<file path="src/rtl/clock_enable_controller.sv">
// -----------------------------------------------------------------------------
// clock_enable_controller
//
// Per-domain clock-enable sequencer for the FIR, FFT and DMA engines. Each
// domain runs its own small FSM (OFF -> WAKE -> ON -> DRAIN -> OFF) on the
// ungated clk_in domain and drives the matching enable_* input of
// clock_manager. A grant is issued once the gated clock has had WAKE_CYCLES
// cycles to settle. The clock is held on through a DRAIN period until the
// engine has been idle for IDLE_TIMEOUT consecutive cycles.
//
// Optional feature: define CLKEN_FORCE_EN to add a force_on input that holds
// every enable (and any_on) high without disturbing the FSMs or the grants.
// -----------------------------------------------------------------------------
module clock_enable_controller #(
  parameter int WAKE_CYCLES  = 2,
  parameter int IDLE_TIMEOUT = 16,
  parameter int CNT_W        = 8
) (
  input  logic clk_in,
  input  logic reset,
`ifdef CLKEN_FORCE_EN
  input  logic force_on,
`endif
  input  logic req_fir,
  input  logic req_fft,
  input  logic req_dma,
  input  logic idle_fir,
  input  logic idle_fft,
  input  logic idle_dma,
  output logic enable_fir,
  output logic enable_fft,
  output logic enable_dma,
  output logic grant_fir,
  output logic grant_fft,
  output logic grant_dma,
  output logic any_on
);

  // Three bits of encoding leave spare codes so a corrupted state register
  // has somewhere to go: every unused code decodes back to OFF.
  typedef enum logic [2:0] {
    ST_OFF   = 3'd0,
    ST_WAKE  = 3'd1,
    ST_ON    = 3'd2,
    ST_DRAIN = 3'd3
  } state_e;

  localparam int N_DOM = 3;

  localparam logic [CNT_W-1:0] CNT_ZERO  = {CNT_W{1'b0}};
  localparam logic [CNT_W-1:0] CNT_ONE   = {{(CNT_W-1){1'b0}}, 1'b1};
  localparam logic [CNT_W-1:0] WAKE_LOAD = CNT_W'(WAKE_CYCLES);
  localparam logic [CNT_W-1:0] IDLE_LOAD = CNT_W'(IDLE_TIMEOUT);

  // Domain index 0 = FIR, 1 = FFT, 2 = DMA throughout.
  logic [N_DOM-1:0] req_s;
  logic [N_DOM-1:0] idle_s;
  logic             force_s;

  state_e           state_r     [N_DOM];
  logic [CNT_W-1:0] cnt_r       [N_DOM];
  state_e           state_nxt_s [N_DOM];
  logic [CNT_W-1:0] cnt_nxt_s   [N_DOM];

  logic [N_DOM-1:0] en_nxt_s;
  logic [N_DOM-1:0] grant_nxt_s;
  logic [N_DOM-1:0] en_out_s;

  logic [N_DOM-1:0] enable_r;
  logic [N_DOM-1:0] grant_r;
  logic             any_on_r;

  assign req_s  = {req_dma,  req_fft,  req_fir};
  assign idle_s = {idle_dma, idle_fft, idle_fir};

`ifdef CLKEN_FORCE_EN
  assign force_s = force_on;
`else
  assign force_s = 1'b0;
`endif

  // Next-state and next-counter logic for each independent domain FSM.
  always_comb begin
    for (int d = 0; d < N_DOM; d++) begin
      state_nxt_s[d] = ST_OFF;
      cnt_nxt_s[d]   = CNT_ZERO;
      case (state_r[d])
        ST_OFF: begin
          if (req_s[d]) begin
            state_nxt_s[d] = ST_WAKE;
            cnt_nxt_s[d]   = WAKE_LOAD;
          end else begin
            state_nxt_s[d] = ST_OFF;
            cnt_nxt_s[d]   = CNT_ZERO;
          end
        end
        ST_WAKE: begin
          // The wake always completes; req only decides where it lands.
          // A count of zero can only come from corruption and is treated
          // as expiry so the domain never sticks in WAKE.
          if (cnt_r[d] <= CNT_ONE) begin
            if (req_s[d]) begin
              state_nxt_s[d] = ST_ON;
              cnt_nxt_s[d]   = CNT_ZERO;
            end else begin
              state_nxt_s[d] = ST_DRAIN;
              cnt_nxt_s[d]   = IDLE_LOAD;
            end
          end else begin
            state_nxt_s[d] = ST_WAKE;
            cnt_nxt_s[d]   = cnt_r[d] - CNT_ONE;
          end
        end
        ST_ON: begin
          if (!req_s[d]) begin
            state_nxt_s[d] = ST_DRAIN;
            cnt_nxt_s[d]   = IDLE_LOAD;
          end else begin
            state_nxt_s[d] = ST_ON;
            cnt_nxt_s[d]   = CNT_ZERO;
          end
        end
        ST_DRAIN: begin
          // A new request wins over timeout expiry: the clock is still
          // running, so the grant can return without another wake.
          if (req_s[d]) begin
            state_nxt_s[d] = ST_ON;
            cnt_nxt_s[d]   = CNT_ZERO;
          end else if (!idle_s[d]) begin
            state_nxt_s[d] = ST_DRAIN;
            cnt_nxt_s[d]   = IDLE_LOAD;
          end else if (cnt_r[d] <= CNT_ONE) begin
            state_nxt_s[d] = ST_OFF;
            cnt_nxt_s[d]   = CNT_ZERO;
          end else begin
            state_nxt_s[d] = ST_DRAIN;
            cnt_nxt_s[d]   = cnt_r[d] - CNT_ONE;
          end
        end
        default: begin
          state_nxt_s[d] = ST_OFF;
          cnt_nxt_s[d]   = CNT_ZERO;
        end
      endcase
    end
  end

  // Decode the next state into next enable/grant so the outputs can be
  // registered on the same edge as the state itself.
  always_comb begin
    en_nxt_s    = {N_DOM{1'b0}};
    grant_nxt_s = {N_DOM{1'b0}};
    for (int d = 0; d < N_DOM; d++) begin
      case (state_nxt_s[d])
        ST_OFF: begin
          en_nxt_s[d]    = 1'b0;
          grant_nxt_s[d] = 1'b0;
        end
        ST_WAKE: begin
          en_nxt_s[d]    = 1'b1;
          grant_nxt_s[d] = 1'b0;
        end
        ST_ON: begin
          en_nxt_s[d]    = 1'b1;
          grant_nxt_s[d] = 1'b1;
        end
        ST_DRAIN: begin
          en_nxt_s[d]    = 1'b1;
          grant_nxt_s[d] = 1'b0;
        end
        default: begin
          en_nxt_s[d]    = 1'b0;
          grant_nxt_s[d] = 1'b0;
        end
      endcase
    end
  end

  // force_on only overrides the enables; the FSMs and grants are untouched.
  always_comb begin
    en_out_s = en_nxt_s | {N_DOM{force_s}};
  end

  // State, counter and output registers; reset overrides everything.
  always_ff @(posedge clk_in) begin
    if (reset) begin
      for (int d = 0; d < N_DOM; d++) begin
        state_r[d] <= ST_OFF;
        cnt_r[d]   <= CNT_ZERO;
      end
      enable_r <= {N_DOM{1'b0}};
      grant_r  <= {N_DOM{1'b0}};
      any_on_r <= 1'b0;
    end else begin
      for (int d = 0; d < N_DOM; d++) begin
        state_r[d] <= state_nxt_s[d];
        cnt_r[d]   <= cnt_nxt_s[d];
      end
      enable_r <= en_out_s;
      grant_r  <= grant_nxt_s;
      any_on_r <= |en_out_s;
    end
  end

  assign enable_fir = enable_r[0];
  assign enable_fft = enable_r[1];
  assign enable_dma = enable_r[2];
  assign grant_fir  = grant_r[0];
  assign grant_fft  = grant_r[1];
  assign grant_dma  = grant_r[2];
  assign any_on     = any_on_r;

endmodule
</file>
<file path="config.mk">
export PLATFORM = sky130hd
export DESIGN_NAME = clock_enable_controller
export DESIGN_NICKNAME = d
export VERILOG_FILES = /design/src/rtl/clock_enable_controller.sv
export SDC_FILE = /design/constraint.sdc
export NUM_CORES = 1
export LEC_CHECK = 0
export BUFFER_PORTS_ARGS = -buffer_cell sky130_fd_sc_hd__buf_2
export CAP_MARGIN = 10
export CORE_ASPECT_RATIO = 1.2
export CORE_MARGIN = 5
export CORE_UTILIZATION = 46
export DETAILED_ROUTE_END_ITERATION = 16
export PLACE_DENSITY_LB_ADDON = 0.2
export SYNTH_ARGS = -nofsm -noshare
export SYNTH_HDL_FRONTEND = slang
export SYNTH_SLANG_ARGS = --single-unit
</file>
<file path="constraint.sdc">
create_clock -name clk_in -period 2.5 [get_ports clk_in]
set_input_delay 0 -clock clk_in [delete_from_list [all_inputs] [get_ports clk_in]]
set_output_delay 0 -clock clk_in [all_outputs]
set_load 0.01 [all_outputs]
</file>
==> results of run 1 <==
-- per-layer routing --
| metal | global-route usage | up-vias |
|---|---|---|
| met4 | 0.0664 | 0 |
| met1 | 0.169 | 662 |
| li1 | - | 710 |
| met2 | 0.228 | 14 |
| met5 | 0 | - |
| met3 | 0.0512 | 5 |
-- power groups by stage --
stage	Sequential, uW	Combinational, uW	Clock (uW)
final	979	1330	537
after global routing	1010	1500	585
after CTS	975	1350	543
after detailed placement	986	1330	0
after global placement	981	1300	0
after floorplan	937	1140	0
-- flip-flops by register name (all words and copies together), names as in the netlist --
name / count
any_on: 1
grant_r: 3
enable_r: 3
state_r: 6
cnt_r: 24
-- final cells by class --
class	instances	area, sq um
Tap cell	52	65.1
Sequential cell	37	741
Clock inverter	2	37.5
Multi-Input combinational cell	139	910
Clock buffer	6	82.6
Inverter	11	41.3
Fill cell	336	1690
Timing Repair Buffer	14	70.1
-- synthesized netlist by cell type, types with 3 or more instances --
cell / n
nand2_1: 6
nor2_1: 34
nor4_1: 7
xnor2_1: 12
inv_1: 11
or4_1: 3
clkbuf_1: 6
a21oi_1: 9
a21boi_0: 4
dfxtp_1: 37
and3_1: 4
nor3_1: 7
nor3b_1: 5
nand2b_1: 3
ha_1: 6
xor2_1: 4
-- placed cells by master, fill, tap and decap left out, types with 3 or more instances in the layout --
| master | netlist | layout |
|---|---|---|
| dfxtp_1 | 37 | 37 |
| nor2_1 | 34 | 34 |
| buf_2 | 1 | 14 |
| xnor2_1 | 12 | 12 |
| inv_1 | 11 | 11 |
| a21oi_1 | 9 | 9 |
| nor4_1 | 7 | 7 |
| nor3_1 | 7 | 7 |
| nand2_1 | 6 | 6 |
| ha_1 | 6 | 6 |
| clkbuf_8 | 0 | 6 |
| nor3b_1 | 5 | 5 |
| and3_1 | 4 | 4 |
| a21boi_0 | 4 | 4 |
| xor2_1 | 4 | 4 |
| or4_1 | 3 | 3 |
| nand2b_1 | 3 | 3 |
-- worst min-delay path, delay by kind of cell --
| family | cells | cell delay, ns |
|---|---|---|
| buf+inv | 1 | 0.12 |
| simple gates | 2 | 0.14 |
-- final timing paths --
| path | startpoint | to | slack (ns) | cells after the start |
|---|---|---|---|---|
| max reg2reg | cnt_r[0][16] | cnt_r[0][17] | 0.26 | 6 |
| min reg2reg | cnt_r[0][8] | cnt_r[0][8] | 0.48 | 1 |
| max | cnt_r[0][16] | cnt_r[0][17] | 0.26 | 6 |
| min | req_dma | grant_r[2] | 0.02 | 3 |
-- through the flow --
step | total power [uW] | utilization
after floorplan | 2070 | -
after global placement | 2280 | 0.503
after detailed placement | 2320 | 0.503
after CTS | 2860 | 0.536
after global routing | 3100 | 0.536
final | 2840 | 0.536
-- logic make-up after synthesis --
logic type	after synthesis	synth area share
adders and majority gates	6	0.0437
AOI/OAI and AO/OA	35	0.154
DFF	37	0.431
and+or+nand+nor	82	0.250
xor gates and xnor gates	16	0.0815
buffers and inverters	18	0.0400
==> results_dict.tcl, run 1 <==
set metrics [dict create \
    path_class "register to register" \
    grt_max_degree 21 \
    syn_inst 194 \
    drive_gt1_frac 0.139 \
    diodes 0 \
    cts_tree "built" \
    cts_buffers 5 \
    period_share 0.895 \
    hpwl_mm 2.37 \
    ctsHoldBuffers 0 \
    dp_slack_ns 0.272 \
    combPwrFrac 0.467 \
    pwr-share-seq 0.344 \
    slew-limit-headroom 0.560 \
    grt_pass1_vias 1345 \
    yosysSeqAreaShare 0.431 \
    p_leak_uw 0.000815 \
    cp_top_family "simple AND/OR/NAND/NOR gates" \
    antenna_left 0 \
    track_usage 0.143 \
    holdWs_ns 0.0220 \
    cts_setup_buffers 0 \
    setup_tns_ns 0 \
    p_int_uw 1750 \
    place.gp.congestion 0.835 \
    report.final.slew_viol_count 0 \
    route.met2.wl_mm 1.58 \
    grt_overflow 0 \
    clock_latency_ns 0.28 \
    cts_max_path_buffers 2 \
    synth_top_area_frac 0.431 \
    timing.max_cap.violations 0 \
    route.met3.wl_um 102 \
    nets 222 \
    hold_class "input pin to register" \
    top_layer "met4" \
    final_hold_viol_count 0 \
    viasPerCell 5.33 \
    finClkSkew_ns 0.00277 \
    synth_area_leaders "dfxtp_1 43%, nor2_1 7.4%, xnor2_1 6.1%, ha_1 4.4%, a21oi_1 2.6%" \
    yosysWarnings 0 \
    cp.arrival_ns 2.43 \
    cp_max_fo 7 \
    synthDistinctLibCells 41 \
    chipHeight_um 77.0 \
    initial_core_util 0.473 \
    synth_area_leader_cell "dfxtp_1" \
    wl_met1_mm 1.44 \
    cpMaxStageDelayCell "or4b_2" \
    syn_to_final_growth_pct 13.2 \
    drc_errors 0 \
    finalWorstSetupSlack_ns 0.264 \
    coreArea_sq_um 3630 \
    power.switching_uw 1100 \
    end_kind "register" \
    crit_path_start_kind "register" \
    status "finished, final reports clean" \
    ys_ff_latch 37 \
    numClockSinks 37 \
    synth.net_count 208 \
    dr.pass1.iters 4 \
    wl_per_cell_um 12.2 \
    dieWidth_um 65.8 \
    worstPathRequired_ns 2.70 \
    period_minus_slack_ns 2.24 \
    crit_buf_inv 1 \
    ios 15 \
    clk_pin_slew_ns 0.07 \
    synth_area_sq_um 1720 \
    setup_viol_count_final 0 \
    cts_resized 0 \
    async_flop_share 0 \
    power_per_cell_area_nw_per_um2 1460 \
    core.rowCount 24 \
    cpPeakStageDelay_ns 0.75 \
    dieArea_sq_um 5060 \
    dpl_cell_area_sq_um 1830 \
    drt_iter0_drc 55 \
    cts-root-buf "clkbuf_8" \
    p_sw_frac 0.386 \
    fin_cells 261 \
    grt_pass1_wl_mm 5.71 \
    p_clk_frac 0.189 \
    antenna_found_initial 0 \
    max-vdd-ir-drop_v 0.000717 \
    port_buffers 14 \
    wl_mm 3.18 \
    dp.cells 253 \
    ys.flop_type "dfxtp_1" \
    max_freq_mhz 447 \
    avgSynthCellArea_sq_um 8.86 \
    vias 1391 \
    synth_edf_count 0 \
    grt_setup_unrepaired "no" \
    tightest_slew_ns 0.654 \
    path_cells "inv_1 -> ha_1 -> or2_2 -> and3_1 -> or4b_2 -> o32ai_1" \
    fin_area_sq_um 1950 \
    h-tree-depth 2 \
]
No activity file was read; power rests on OpenSTA's default activity.
==> run 2, diff against run 1 <==
Settings changed: HOLD_SLACK_MARGIN from default to 0.05.
==> results_dict.tcl, run 2 (synthesis results as in run 1) <==
set metrics [dict create \
    reg_top3 "cnt_r: 24 flops, state_r: 6 flops" \
    slew-limit-headroom 0.555 \
    critPathLaunch "cnt_r[0][16]" \
    combPwrFrac 0.468 \
    clk_pin_slew_ns 0.07 \
    p_leak_uw 0.000828 \
    max_freq_mhz 447 \
    worstPathRequired_ns 2.70 \
    coreArea_sq_um 3630 \
    track_usage 0.143 \
    nFillCells 333 \
    final_cell_mix "37 x dfxtp_1, 34 x nor2_1, 14 x buf_2" \
    numClockSinks 37 \
    drive_gt1_frac 0.137 \
    hold_class "input pin to register" \
    cp_max_fo 7 \
    status "finished, final reports clean" \
    final_hold_viol_count 0 \
    dieArea_sq_um 5060 \
    wl_per_cell_um 12.2 \
    syn_to_final_growth_pct 15.0 \
    cts_resized 0 \
    power.switching_uw 1100 \
    tightest_slew_ns 0.662 \
    post-route-util 0.544 \
    grt_pass1_wl_mm 5.71 \
    p_sw_frac 0.385 \
    chipHeight_um 77.0 \
    dp_slack_ns 0.272 \
    cts_buffers 5 \
    clock_latency_ns 0.28 \
    wl_mm 3.22 \
    p_clk_frac 0.187 \
    max-vdd-ir-drop_v 0.000716 \
    dieWidth_um 65.8 \
    top_register "cnt_r" \
    antenna_left 0 \
    multi_input_area_sq_um 910 \
    cts-root-buf "clkbuf_8" \
    cts_setup_buffers 0 \
    layout_commonest_cell "dfxtp_1" \
    r2r-start "cnt_r[0][16]" \
    drt_iter0_drc 60 \
    grt_pass1_vias 1348 \
    timing.max_cap.violations 0 \
    regArea_sq_um 741 \
    port_buffers 14 \
    hp-start "reset" \
    period_minus_slack_ns 2.24 \
    p_total_uw 2850 \
    setup_viol_count_final 0 \
    grt_setup_unrepaired "no" \
    report.final.slew_viol_count 0 \
    viasPerCell 5.38 \
    cts_max_path_buffers 2 \
    dr.pass1.iters 4 \
    h-tree-depth 2 \
    grt_overflow 0 \
    pwr-share-seq 0.344 \
    ios 15 \
    hpwl_mm 2.37 \
    core.rowCount 24 \
    finClkSkew_ns 0.00330 \
    vias 1420 \
    diodes 0 \
    power_per_cell_area_nw_per_um2 1440 \
    crit_path_start_kind "register" \
    place.gp.congestion 0.835 \
    largest_reg_flops 24 \
    finalWorstSetupSlack_ns 0.263 \
    end_kind "register" \
    period_share 0.895 \
    cts_tree "built" \
    ctsHoldBuffers 3 \
    initial_core_util 0.473 \
    p_int_uw 1750 \
    nets 225 \
    antenna_found_initial 0 \
    path_class "register to register" \
    drc_errors 0 \
    grt_max_degree 21 \
    cp.arrival_ns 2.43 \
    setup_tns_ns 0 \
]
-- run 2: per-stage QoR --
stage | hold slack (ns) | instances | area, sq um
floorplan | 0.158 | 194 | 1720
global placement | 0.331 | 253 | 1830
detailed placement | 0.330 | 253 | 1830
CTS | 0.0915 | 264 | 1980
global route | 0.0897 | 264 | 1980
finish | 0.0862 | 264 | 1980
-- run 2: worst paths after layout --
path | endpoint | slack (ns) | depth (start not counted)
setup / recovery | cnt_r[0][17] | 0.26 | 6
hold / removal | enable_r[1] | 0.09 | 2
setup reg to reg | cnt_r[0][17] | 0.26 | 6
hold reg to reg | cnt_r[0][8] | 0.47 | 1
-- run 2: routing by layer --
metal | vias up | wire length, um | track usage
met1 | 672 | 1420 | 0.166
met3 | 5 | 141 | 0.0512
met5 | - | 0 | 0
met2 | 25 | 1610 | 0.231
li1 | 718 | - | -
met4 | 0 | 53 | 0.0664
-- run 2: final cells by class --
type	count	area share
Multi-Input combinational cell	139	0.460
Sequential cell	37	0.375
Timing Repair Buffer	17	0.0506
Clock buffer	6	0.0418
Inverter	11	0.0209
Tap cell	52	0.0329
Clock inverter	2	0.0190
-- run 2: power groups by stage --
| stage | logic, uW | registers [uW] | clock network, uW |
|---|---|---|---|
| 5_1_grt | 1510 | 1010 | 585 |
| 3_5_place_dp | 1330 | 986 | 0 |
| 4_1_cts | 1350 | 975 | 543 |
| 6_report | 1330 | 980 | 533 |
| 3_3_place_gp | 1300 | 981 | 0 |
| 2_1_floorplan | 1140 | 937 | 0 |
-- run 2: worst max-delay path: stages (launching register included) --
cell and delay (ns):
dfxtp_1 0.39, inv_1 0.06, ha_1 0.23, or2_2 0.31, and3_1 0.25, or4b_2 0.75, o32ai_1 0.15
